===== config.mk =====
export PLATFORM = sky130hd
export DESIGN_NAME = sr_cmd_debouncer
export DESIGN_NICKNAME = d
export VERILOG_FILES = /design/src/rtl/sr_cmd_debouncer.sv
export SDC_FILE = /design/constraint.sdc
export NUM_CORES = 1
export LEC_CHECK = 0
export ABC_AREA = 1
export BUFFER_PORTS_ARGS = -buffer_cell sky130_fd_sc_hd__buf_2
export CAP_MARGIN = 30
export CORE_ASPECT_RATIO = 0.7
export CORE_UTILIZATION = 52
export DETAILED_ROUTE_END_ITERATION = 7
export HOLD_SLACK_MARGIN = 0.15
export PLACE_DENSITY = 0.79
export SLEW_MARGIN = 20
export SYNTH_ARGS = -nofsm -noshare
export SYNTH_HDL_FRONTEND = slang
export SYNTH_SLANG_ARGS = --single-unit

===== constraint.sdc =====
create_clock -name clk -period 1.25 [get_ports clk]
set_input_delay 0 -clock clk [delete_from_list [all_inputs] [get_ports clk]]
set_output_delay 0 -clock clk [all_outputs]
set_load 0.03 [all_outputs]

===== src/rtl/sr_cmd_debouncer.sv =====
// Synchronises, debounces and arbitrates raw set/reset requests into clean,
// mutually exclusive one-cycle S/R pulses. Define SR_CMD_PENDING_EN to queue requests seen while busy.
module sr_cmd_debouncer #(
  parameter int DEBOUNCE_CYCLES = 16,
  parameter int HOLDOFF_CYCLES  = 4
) (
  input  logic clk,
  input  logic rst,
  input  logic set_in,
  input  logic reset_in,
  output logic S,
  output logic R,
  output logic busy,
  output logic conflict
);
  localparam int CW = $clog2(DEBOUNCE_CYCLES + 1);
  localparam int HW = $clog2(HOLDOFF_CYCLES + 1);
  localparam logic [CW-1:0] CNT_LAST = CW'(DEBOUNCE_CYCLES - 1);
  localparam logic [CW-1:0] CNT_SAT  = CW'(DEBOUNCE_CYCLES);
  localparam logic [HW-1:0] HLD_LAST = HW'(HOLDOFF_CYCLES - 1);

  typedef enum logic [1:0] {IDLE, PULSE_S, PULSE_R, HOLDOFF} state_e;

  // Channel 0 = set, channel 1 = reset.
  logic [1:0]         raw, sync1_q, sync2_q, lvl_q, lvl_d, req_q, req_d;
  logic [1:0][CW-1:0] cnt_q, cnt_d;
  state_e             state_q, state_d;
  logic [HW-1:0]      hcnt_q, hcnt_d;
  logic               want_s, want_r;
  logic               s_d, r_d, busy_d, conflict_d;

  assign raw = {reset_in, set_in};

  always_ff @(posedge clk or posedge rst) begin
    if (rst) begin
      sync1_q <= '0;
      sync2_q <= '0;
      lvl_q   <= '0;
      req_q   <= '0;
      cnt_q   <= '0;
    end else begin
      sync1_q <= raw;
      sync2_q <= sync1_q;
      lvl_q   <= lvl_d;
      req_q   <= req_d;
      cnt_q   <= cnt_d;
    end
  end

  // Toggle on the DEBOUNCE_CYCLES-th consecutive differing sample; only rising toggles request.
  always_comb begin
    cnt_d = cnt_q;
    lvl_d = lvl_q;
    req_d = '0;
    for (int i = 0; i < 2; i++) begin
      if (sync2_q[i] == lvl_q[i]) begin
        cnt_d[i] = '0;
      end else if (cnt_q[i] == CNT_LAST) begin
        cnt_d[i] = '0;
        lvl_d[i] = ~lvl_q[i];
        req_d[i] = ~lvl_q[i];
      end else if (cnt_q[i] != CNT_SAT) begin
        cnt_d[i] = cnt_q[i] + CW'(1);
      end
    end
  end

`ifdef SR_CMD_PENDING_EN
  logic pend_s_q, pend_r_q, pend_s_d, pend_r_d;

  assign want_s = req_q[0] | pend_s_q;
  assign want_r = req_q[1] | pend_r_q;

  // Reset service also discards any set competing in the same IDLE cycle.
  always_comb begin
    pend_s_d = pend_s_q;
    pend_r_d = pend_r_q;
    if (state_q == IDLE) begin
      if (want_r) begin
        pend_r_d = 1'b0;
        pend_s_d = 1'b0;
      end else if (want_s) begin
        pend_s_d = 1'b0;
      end
    end else begin
      if (req_q[0]) pend_s_d = 1'b1;
      if (req_q[1]) pend_r_d = 1'b1;
    end
  end

  always_ff @(posedge clk or posedge rst) begin
    if (rst) begin
      pend_s_q <= 1'b0;
      pend_r_q <= 1'b0;
    end else begin
      pend_s_q <= pend_s_d;
      pend_r_q <= pend_r_d;
    end
  end
`else
  assign want_s = req_q[0];
  assign want_r = req_q[1];
`endif

  always_ff @(posedge clk or posedge rst) begin
    if (rst) begin
      state_q <= IDLE;
      hcnt_q  <= '0;
    end else begin
      state_q <= state_d;
      hcnt_q  <= hcnt_d;
    end
  end

  always_comb begin
    state_d = state_q;
    hcnt_d  = hcnt_q;
    case (state_q)
      IDLE: begin
        if (want_r)      state_d = PULSE_R;
        else if (want_s) state_d = PULSE_S;
      end
      PULSE_S, PULSE_R: begin
        state_d = HOLDOFF;
        hcnt_d  = '0;
      end
      HOLDOFF: begin
        if (hcnt_q == HLD_LAST) state_d = IDLE;
        else                    hcnt_d  = hcnt_q + HW'(1);
      end
      default: state_d = IDLE;
    endcase
  end

  // Outputs are decoded from the next state and registered, so they line up with the state.
  always_comb begin
    s_d        = (state_d == PULSE_S);
    r_d        = (state_d == PULSE_R);
    busy_d     = (state_d != IDLE);
    conflict_d = (state_q == IDLE) && want_r && want_s;
  end

  always_ff @(posedge clk or posedge rst) begin
    if (rst) begin
      S        <= 1'b0;
      R        <= 1'b0;
      busy     <= 1'b0;
      conflict <= 1'b0;
    end else begin
      S        <= s_d;
      R        <= r_d;
      busy     <= busy_d;
      conflict <= conflict_d;
    end
  end
endmodule

# Word-level counts from Yosys, hierarchy flattened
# Cells that the tools add are included.
# Widths: inputs -> output; s select.
[op_classes]
add_sub_neg = 3
n_eq_ne = 13
mux = 16
bitwise_logic = 4
reduce_logical = 11
[op_table]
columns = ["cell", "n"]
rows = [
  ["$mux 5", 6],
  ["$add 5x1->5 const B", 2],
  ["$eq 5x4->1 const B", 2],
  ["$ne 5x5->1 const B", 2],
  ["$eq 2x2->1 const B", 3],
  ["$mux 2", 3],
  ["$pmux 2 s3", 1],
  ["$pmux 3 s2", 1],
  ["$reduce_and 2->1", 3],
  ["$reduce_bool 3->1", 2],
  ["$eq 2x1->1 const B", 2],
  ["$mux 1", 4],
  ["$not 1->1", 4],
  ["$reduce_bool 2->1", 2],
  ["$add 3x1->3 const B", 1],
  ["$eq 3x2->1 const B", 1],
  ["$mux 3", 1],
  ["$eq 1x1->1", 2],
  ["$logic_and 1x1->1", 2],
  ["$logic_not 2->1", 1],
  ["$ne 2x2->1 const B", 1],
  ["$reduce_or 2->1", 1],
]
[totals]
regBits = 27
inputBits = 4
out_inout_bits = 4
word_cells = 60

# Logic depth before layout (Yosys ltp)
# Gate-level depths: netlist of the first run.
[logic_depth]
ltp_word = 4
mapped_depth = 9
depth_no_buf = 9

# Worst setup path after synthesis of the first run
# No wires, ideal clock.
[synth_path]
kind = "reg-to-reg"
from = "reg hcnt_q[0]"
to = "reg S"
setup_ps = 113
arrival_time_ps = 1155
required_ps = 1137
slack_ps = -18
path_stages_with_launch = 9
path_buffers = 0
synth_period_minus_slack_ps = 1268
cell_sequence = "dfrtp_1 ha_1 ha_1 inv_2 nand2_2 o21ai_2 nand2_2 nand2_1 inv_1"
[synth_via]
elab_chain_len = 4
[synth_lines]
columns = ["element", "line", "source"]
rows = [
  ["start, declared", "28", "logic [HW-1:0] hcnt_q, hcnt_d;"],
  ["start signal, assigned", "111", "hcnt_q <= hcnt_d;"],
  ["$eq 3x2->1", "128", "if (hcnt_q == HLD_LAST) state_d = IDLE;"],
  ["$mux 2", "128", ""],
  ["$pmux 2 s3", "118", "case (state_q)"],
  ["$eq 2x1->1", "137", "s_d = (state_d == PULSE_S);"],
  ["named net s_d", "30", "logic s_d, r_d, busy_d, conflict_d;"],
  ["end signal, assigned", "145", "S <= 1'b0;"],
  ["end signal, assigned", "150", "S <= s_d;"],
  ["end, declared", "11", "output logic S,"],
]
# The timed path passes the listed nets, and every way through them passes these cells.
# A chain may end at the register's enable or synchronous reset.

# Final worst setup path of the first run
[layout_path]
from = "reg state_q[0]"
to = "reg S"
[layout_via]
elab_chain_len = 4
elab_cells_between_ends = 10
cone_classes = "4 x eq/ne; 4 x mux; 2 x reduce/logical"
[layout_lines]
columns = ["element", "line", "source"]
rows = [
  ["start, declared", "27", "state_e state_q, state_d;"],
  ["start signal, assigned", "110", "state_q <= state_d;"],
  ["$eq 2x1->1 (tied with other cells)", "118", ""],
  ["$reduce_or 2->1 or $mux 2 (tied branches)", "118, 120", ""],
  ["$pmux 2 s3 (*)", "118", ""],
  ["named net state_d[0]", "27", ""],
  ["$eq 2x1->1 (*)", "137", ""],
  ["named net s_d", "30", ""],
]
# The timed path passes the listed nets; every way through them passes the cells marked *.

==> qor.yml, run 1 <==
status: "complete, but fails checks"
violations: "setup timing"
syn-instance-count: 137
post-route-min-period_ns: 1.32
clock_path_buffers: 2
final_nets: 181
gp_congestion: 0.824
cap_violations: 0
synthDistinctLibCells: 21
grt_max_degree: 28
grt_pass1_wl_microns: 3820
r2r-start: "state_q[0]$_DFF_PP0_"
rsz0062_at_grt: "true"
numPortBuffers: 7
cts_tree: "yes"
cp_slowest_cell: "dfrtp_1"
coreArea_sq_mm: 0.00224
slew_headroom_pct: 77.6
crit_start: "state_q[0]$_DFF_PP0_"
place_area_sq_mm: 0.00143
clock_latency_ns: 0.32
die-area_sq_mm: 0.00270
dpl.hpwl_microns: 1510
clock.fmax_ghz: 0.760
powerDensity_mw_per_mm2: 1860
grt-ovfl-total: 0
leakage_uw: 0.000809
totalWireLength_microns: 2420
syn_area_per_cell_sq_um: 9.45
ff2ff_setup_slack_ns: -0.07
crit_type: "reg2reg"
drtIter0Drc: 29
die_h_microns: 43.8
cp-end-kind: "flip-flop"
syn_to_final_growth_pct: 28.9
synth_top_cell_area_share_pct: 52.2
antenna_left: 0
setup-violations-final: 5
io_pins: 8
min_period_over_period_pct: 105
num_antenna_cells: 0
ys_top_cells_by_area: "dfrtp_1 52%, ha_1 8.7%, nand2_1 6.4%"
design_area_sq_mm: 0.00167
clock-sinks: 27
synth_area_sq_mm: 0.00129
wl_per_cell_microns: 12.2
grt_pass1_vias: 924
drc: 0
crit_fanout: 3
antenna_found_initial: 0
path_clk_slew_ns: 0.14
critPathMaxStageDelay_ns: 0.45
total_power_uw: 3110
route.vias.total: 959
fin_ws_ns: -0.0660
viasPerCell: 4.82
min_path_type: "in2async"
path_cells: "buf_6 > buf_4 > buf_4 > nand3_2 > nand2_2 > nand2_2 > nand2_4 > nand2_1 > inv_1"
yosysSeqAreaShare_pct: 52.2
fp-row-count: 14
drt_first_pass_iters: 4
synth_warnings: 0
rr_endpoint: "S$_DFF_PP0_"
worst_ep_arrival_time_ns: 1.55
ys_seq_elements: 27
hold_viol_final: 0
synth_nets: 150
worstMarginPinSlew_ns: 0.336
grt_usage_pct: 19.9
drive_gt1_share_pct: 44.9
fin_cells: 199
cts-htree-levels: 1
slew_violations: 0
yosysTopAreaCell: "dfrtp_1"
cts_buffers: 3
worst_clock_skew_ns: 0.00462
clockRootBuffer: "clkbuf_4"
dp.cells: 183
die_w_microns: 61.6
peakVddDrop_mv: 1.05
critPathRequiredTime_ns: 1.48
cp-start-kind: "flip-flop"
start_util_pct: 57.8
ff2ff_path_depth: 9
cp-endpoint: "S$_DFF_PP0_"
## per-layer routing
| metal | global-route usage (%) | share of wire (%) |
|---|---|---|
| met1 | 23.7 | 44 |
| met2 | 34.4 | 52 |
| met3 | 6.57 | 3.1 |
| met4 | 5.33 | 1.2 |
| met5 | 0 | 0 |
## registers in the layout, indices dropped and copies added, names as in the netlist
register / flops
R: 1
S: 1
busy: 1
cnt_q: 10
conflict: 1
hcnt_q: 3
lvl_q: 2
req_q: 2
state_q: 2
sync1_q: 2
sync2_q: 2
## kinds of logic after synthesis
kind of cell	count (synthesis)	share of synthesized area, %
AOI/OAI and AO/OA	10	5.12
xor gates and xnor gates	2	1.35
adders and majority gates	9	8.70
buffers and inverters	26	7.54
DFF	27	52.2
and+or+nand+nor	63	25.1
## cell usage after synthesis
| cell | count |
|---|---|
| dfrtp_1 | 27 |
| nand2_1 | 22 |
| inv_1 | 21 |
| ha_1 | 9 |
| nand2_2 | 9 |
| nand3_1 | 9 |
| nor2_1 | 9 |
| inv_2 | 5 |
| nor2_2 | 5 |
| o21ai_2 | 4 |
| a21oi_1 | 2 |
| nand4_1 | 2 |
| nor3_1 | 2 |
| nor3b_2 | 2 |
| o21ai_1 | 2 |
| xor2_1 | 2 |
| and3_1 | 1 |
| nand2_4 | 1 |
| nor2_4 | 1 |
| o21ai_0 | 1 |
| o22ai_1 | 1 |
## area by class of cell
class	count	area, sq um
sequential	27	676
multi-input combinational	84	634
fill	166	573
timing repair buffer	26	193
inverter	26	100
tap	32	40.0
clock buffer	4	26.3
## power breakdown
group | total [uW] | internal (uW) | switching [uW]
clock | 364 | 125 | 239
combinational | 1640 | 751 | 885
sequential | 1110 | 1020 | 89.9
## through the flow
stage               hold WS, ns  setup slack (ns)  utilization, %  TNS (ns)
floorplan                0.0314           0.00826               -         0
global placement         0.0637           -0.0520            63.7    -0.102
detailed placement       0.0714            -0.120            63.7    -0.402
CTS                       0.260           -0.0390            68.2   -0.0920
global route              0.266            -0.140            74.4    -0.802
finish                    0.259           -0.0660            74.4    -0.178
## worst min-delay path by stage
| stage | from | to | slack, ns | depth (start not counted) |
|---|---|---|---|---|
| final | rst | req_q[1]$_DFF_PP0_ | 0.26 | 4 |
| after global routing | rst | cnt_q[5]$_DFFE_PP0P_ | 0.27 | 4 |
| after CTS | rst | req_q[1]$_DFF_PP0_ | 0.26 | 4 |
| after detailed placement | rst | sync1_q[1]$_DFF_PP0_ | 0.07 | 3 |
| after global placement | rst | cnt_q[5]$_DFFE_PP0P_ | 0.06 | 3 |
| after floorplan | set_in | sync1_q[0]$_DFF_PP0_ | 0.03 | 0 |
## layout by cell type, fill, tap and decap left out
master | Yosys | layout
inv_1 | 21 | 15
and3_1 | 1 | 1
o21ai_2 | 4 | 6
nor3b_2 | 2 | 2
dlygate4sd3_1 | 0 | 3
o21ai_1 | 2 | 1
nand2_2 | 9 | 10
inv_2 | 5 | 10
ha_1 | 9 | 2
buf_4 | 0 | 14
nand3_2 | 0 | 2
a21oi_1 | 2 | 2
ha_4 | 0 | 4
nor2_1 | 9 | 8
inv_4 | 0 | 1
clkbuf_1 | 0 | 1
dfrtp_1 | 27 | 27
nor3_1 | 2 | 2
buf_2 | 0 | 7
nand2_1 | 22 | 18
nand3_1 | 9 | 7
nand2_4 | 1 | 4
o22ai_1 | 1 | 1
nor2_2 | 5 | 4
ha_2 | 0 | 3
nor2_4 | 1 | 3
buf_6 | 0 | 2
xor2_1 | 2 | 2
clkbuf_4 | 0 | 3
nand4_1 | 2 | 2
## worst max-delay path: cells and delay by family, from the launching register on
family | cells | cell delay (ns)
flip-flops | 1 | 0.45
AND/OR/NAND/NOR | 5 | 0.34
buffers and inverters | 4 | 0.44
## timing repair
item | in CTS | in global routing
setup endpoints to repair | 7 | 12
endpoints found under the hold margin | 29 | 0
gates resized for setup | 5 | 27
setup buffers | 4 | 5
pin swaps | 4 | 14
hold buffers | 3 | 0
Power figures use the tool's default switching activity.
==> inputs of run 2 (changes only) <==
--- a/config.mk
+++ b/config.mk
@@ -11,8 +11,10 @@
 export CORE_ASPECT_RATIO = 0.7
 export CORE_UTILIZATION = 52
 export DETAILED_ROUTE_END_ITERATION = 7
+export GPL_TIMING_DRIVEN = 0
 export HOLD_SLACK_MARGIN = 0.15
 export PLACE_DENSITY = 0.79
+export SKIP_LAST_GASP = 1
 export SLEW_MARGIN = 20
 export SYNTH_ARGS = -nofsm -noshare
 export SYNTH_HDL_FRONTEND = slang
==> qor.yml, run 2 (synthesis gave the netlist of run 1 again) <==
status: "complete, but fails checks"
violations: "setup timing"
drtIter0Drc: 46  # +59%
top_register: "cnt_q"
top_regs: "cnt_q (10), hcnt_q (3)"
largest_register_ffs: 10  # unchanged
peakVddDrop_mv: 1.10  # +4.8%
fin_cells: 193  # -3.0%
cts_tree: "yes"
antenna_left: 0  # unchanged
hold_viol_final: 0  # unchanged
power.share.clock_pct: 13.0  # +1.3 points
die_w_microns: 61.6  # unchanged
grt_max_degree: 18  # -36%
switching_share_pct: 38.7  # -0.38 points
post-route-min-period_ns: 1.34  # +0.0212 ns
clock.fmax_ghz: 0.748  # -1.6%
worstMarginPinSlew_ns: 0.487  # +0.152 ns
fin_ws_ns: -0.0872  # -0.0212 ns
antenna_found_initial: 0  # unchanged
clock-sinks: 27  # unchanged
drive_gt1_share_pct: 39.8  # -5.2 points
p_comb_share_pct: 47.8  # -4.8 points
totalWireLength_microns: 2150  # -11%
cp-end-kind: "flip-flop"
min_period_over_period_pct: 107  # +1.7 points
drt_first_pass_iters: 4  # unchanged
clock_path_buffers: 2  # unchanged
viasPerCell: 4.87  # +0.96%
numPortBuffers: 7  # unchanged
cp-start-kind: "flip-flop"
die_h_microns: 43.8  # unchanged
rsz0062_at_grt: "true"
leakage_uw: 0.000777  # -3.9%
min_path_type: "in2async"
fillers: 179  # +7.8%
drc: 0  # unchanged
num_antenna_cells: 0  # unchanged
setup-violations-final: 7  # +2
worst_clock_skew_ns: 0.00179  # -0.00283 ns
p_sw_uw: 1080  # -11%
grt-ovfl-total: 0  # unchanged
grt_pass1_wl_microns: 3530  # -7.8%
gp_congestion: 0.793  # -3.8%
p_seq_share_pct: 39.1  # +3.4 points
cap_violations: 0  # unchanged
multi_input_area_sq_um: 603  # -4.9%
syn_to_final_growth_pct: 24.0
slew_headroom_pct: 67.5  # -10 points
die-area_sq_mm: 0.00270  # unchanged
wl_per_cell_microns: 11.1  # -8.5%
cts-htree-levels: 1  # unchanged
route.vias.total: 939  # -2.1%
final_common_cell: "dfrtp_1"
grt_pass1_vias: 838  # -9.3%
clockRootBuffer: "clkbuf_4"
dpl.hpwl_microns: 1460  # -3.4%
coreArea_sq_mm: 0.00224  # unchanged
ff2ff_setup_slack_ns: -0.09  # -0.02 ns
clock_latency_ns: 0.32  # about the same
p_int_uw: 1720  # -9.4%
final_cell_mix: "27 x dfrtp_1, 19 x nand2_1, 16 x inv_1"
crit_type: "reg2reg"
crit_fanout: 4  # +1
powerDensity_mw_per_mm2: 1740  # -6.4%
worst_ep_arrival_time_ns: 1.57  # +0.02 ns
dp.cells: 177  # -3.3%
design_area_sq_mm: 0.00161  # -3.8%
final_nets: 175  # -3.3%
cts_buffers: 3  # unchanged
place_area_sq_mm: 0.00140  # -1.8%
fp-row-count: 14  # unchanged
critPathRequiredTime_ns: 1.48  # about the same
total_power_uw: 2800  # -9.9%
grt_usage_pct: 18.8  # -1.1 points
seq_area_sq_um: 676  # unchanged
path_clk_slew_ns: 0.13  # about the same
io_pins: 8  # unchanged
start_util_pct: 57.8  # unchanged
slew_violations: 0  # unchanged
==> run 2: cell count changes in the layout (fill, tap and decap cells not counted), sizes merged <==
cell / previous run / this run
buf: 23 / 17
==> run 2: path summary, 6_finish.rpt <==
check | from | end | cells past startpoint
max | hcnt_q[1]$_DFFE_PP0P_ | S$_DFF_PP0_ | 8
min | rst | sync1_q[1]$_DFF_PP0_ | 3
max reg2reg | hcnt_q[1]$_DFFE_PP0P_ | S$_DFF_PP0_ | 8
min reg2reg | sync1_q[1]$_DFF_PP0_ | sync2_q[1]$_DFF_PP0_ | 0
max in group asynchronous | rst | hcnt_q[2]$_DFFE_PP0P_ | 4
min in group clk | reset_in | sync1_q[1]$_DFF_PP0_ | 2
==> run 2: power groups by stage <==
| stage | Combinational (uW) | Clock, uW | Sequential [uW] |
|---|---|---|---|
| after global routing | 1500 | 414 | 1120 |
| after global placement | 879 | 0 | 1110 |
| after floorplan | 683 | 0 | 1170 |
| final | 1340 | 364 | 1100 |
| after detailed placement | 957 | 0 | 1120 |
| after CTS | 1100 | 378 | 1090 |
==> run 2: metal layers <==
layer	global-route usage, %	share of wire, %
met1	23.1	44
met3	6.27	3.3
met5	0	0
met2	31.0	51
met4	6.67	1.9
==> run 2: what timing repair did <==
action                                  in CTS  in global routing
hold endpoints to repair                    29                  0
pin swaps                                    4                 14
hold buffers                                 3                  0
buffers inserted                             5                  4
endpoints found under the setup margin       7                 14
gates resized for setup                      3                 21
==> run 2: worst max-delay path, stage by stage, from the launching register on <==
cell,delay (ns)
dfrtp_1,0.42
ha_2,0.20
ha_4,0.16
inv_4,0.06
nand2_4,0.05
o21ai_2,0.15
nand2_2,0.09
nand2_1,0.07
inv_1,0.04
==> run 2: area by class of cell <==
type | instances | area share, %
clock buffers | 4 | 1.64
inverters | 26 | 6.24
multi-input cells | 84 | 37.6
flip-flops and latches | 27 | 42.1
well taps | 32 | 2.49
repair buffers | 20 | 9.98
==> run 2: metrics by stage <==
step                      util [%]  hold slack, ns  TNS (ns)  setup WS (ns)
final                         71.6           0.220    -0.323        -0.0872
after global routing          71.6           0.247    -0.860         -0.164
after CTS                     66.9           0.233    -0.120        -0.0430
after detailed placement      62.6          0.0446    -0.582         -0.148
after global placement        61.3           0.110    -0.266        -0.0806
after floorplan                  -          0.0314         0        0.00826
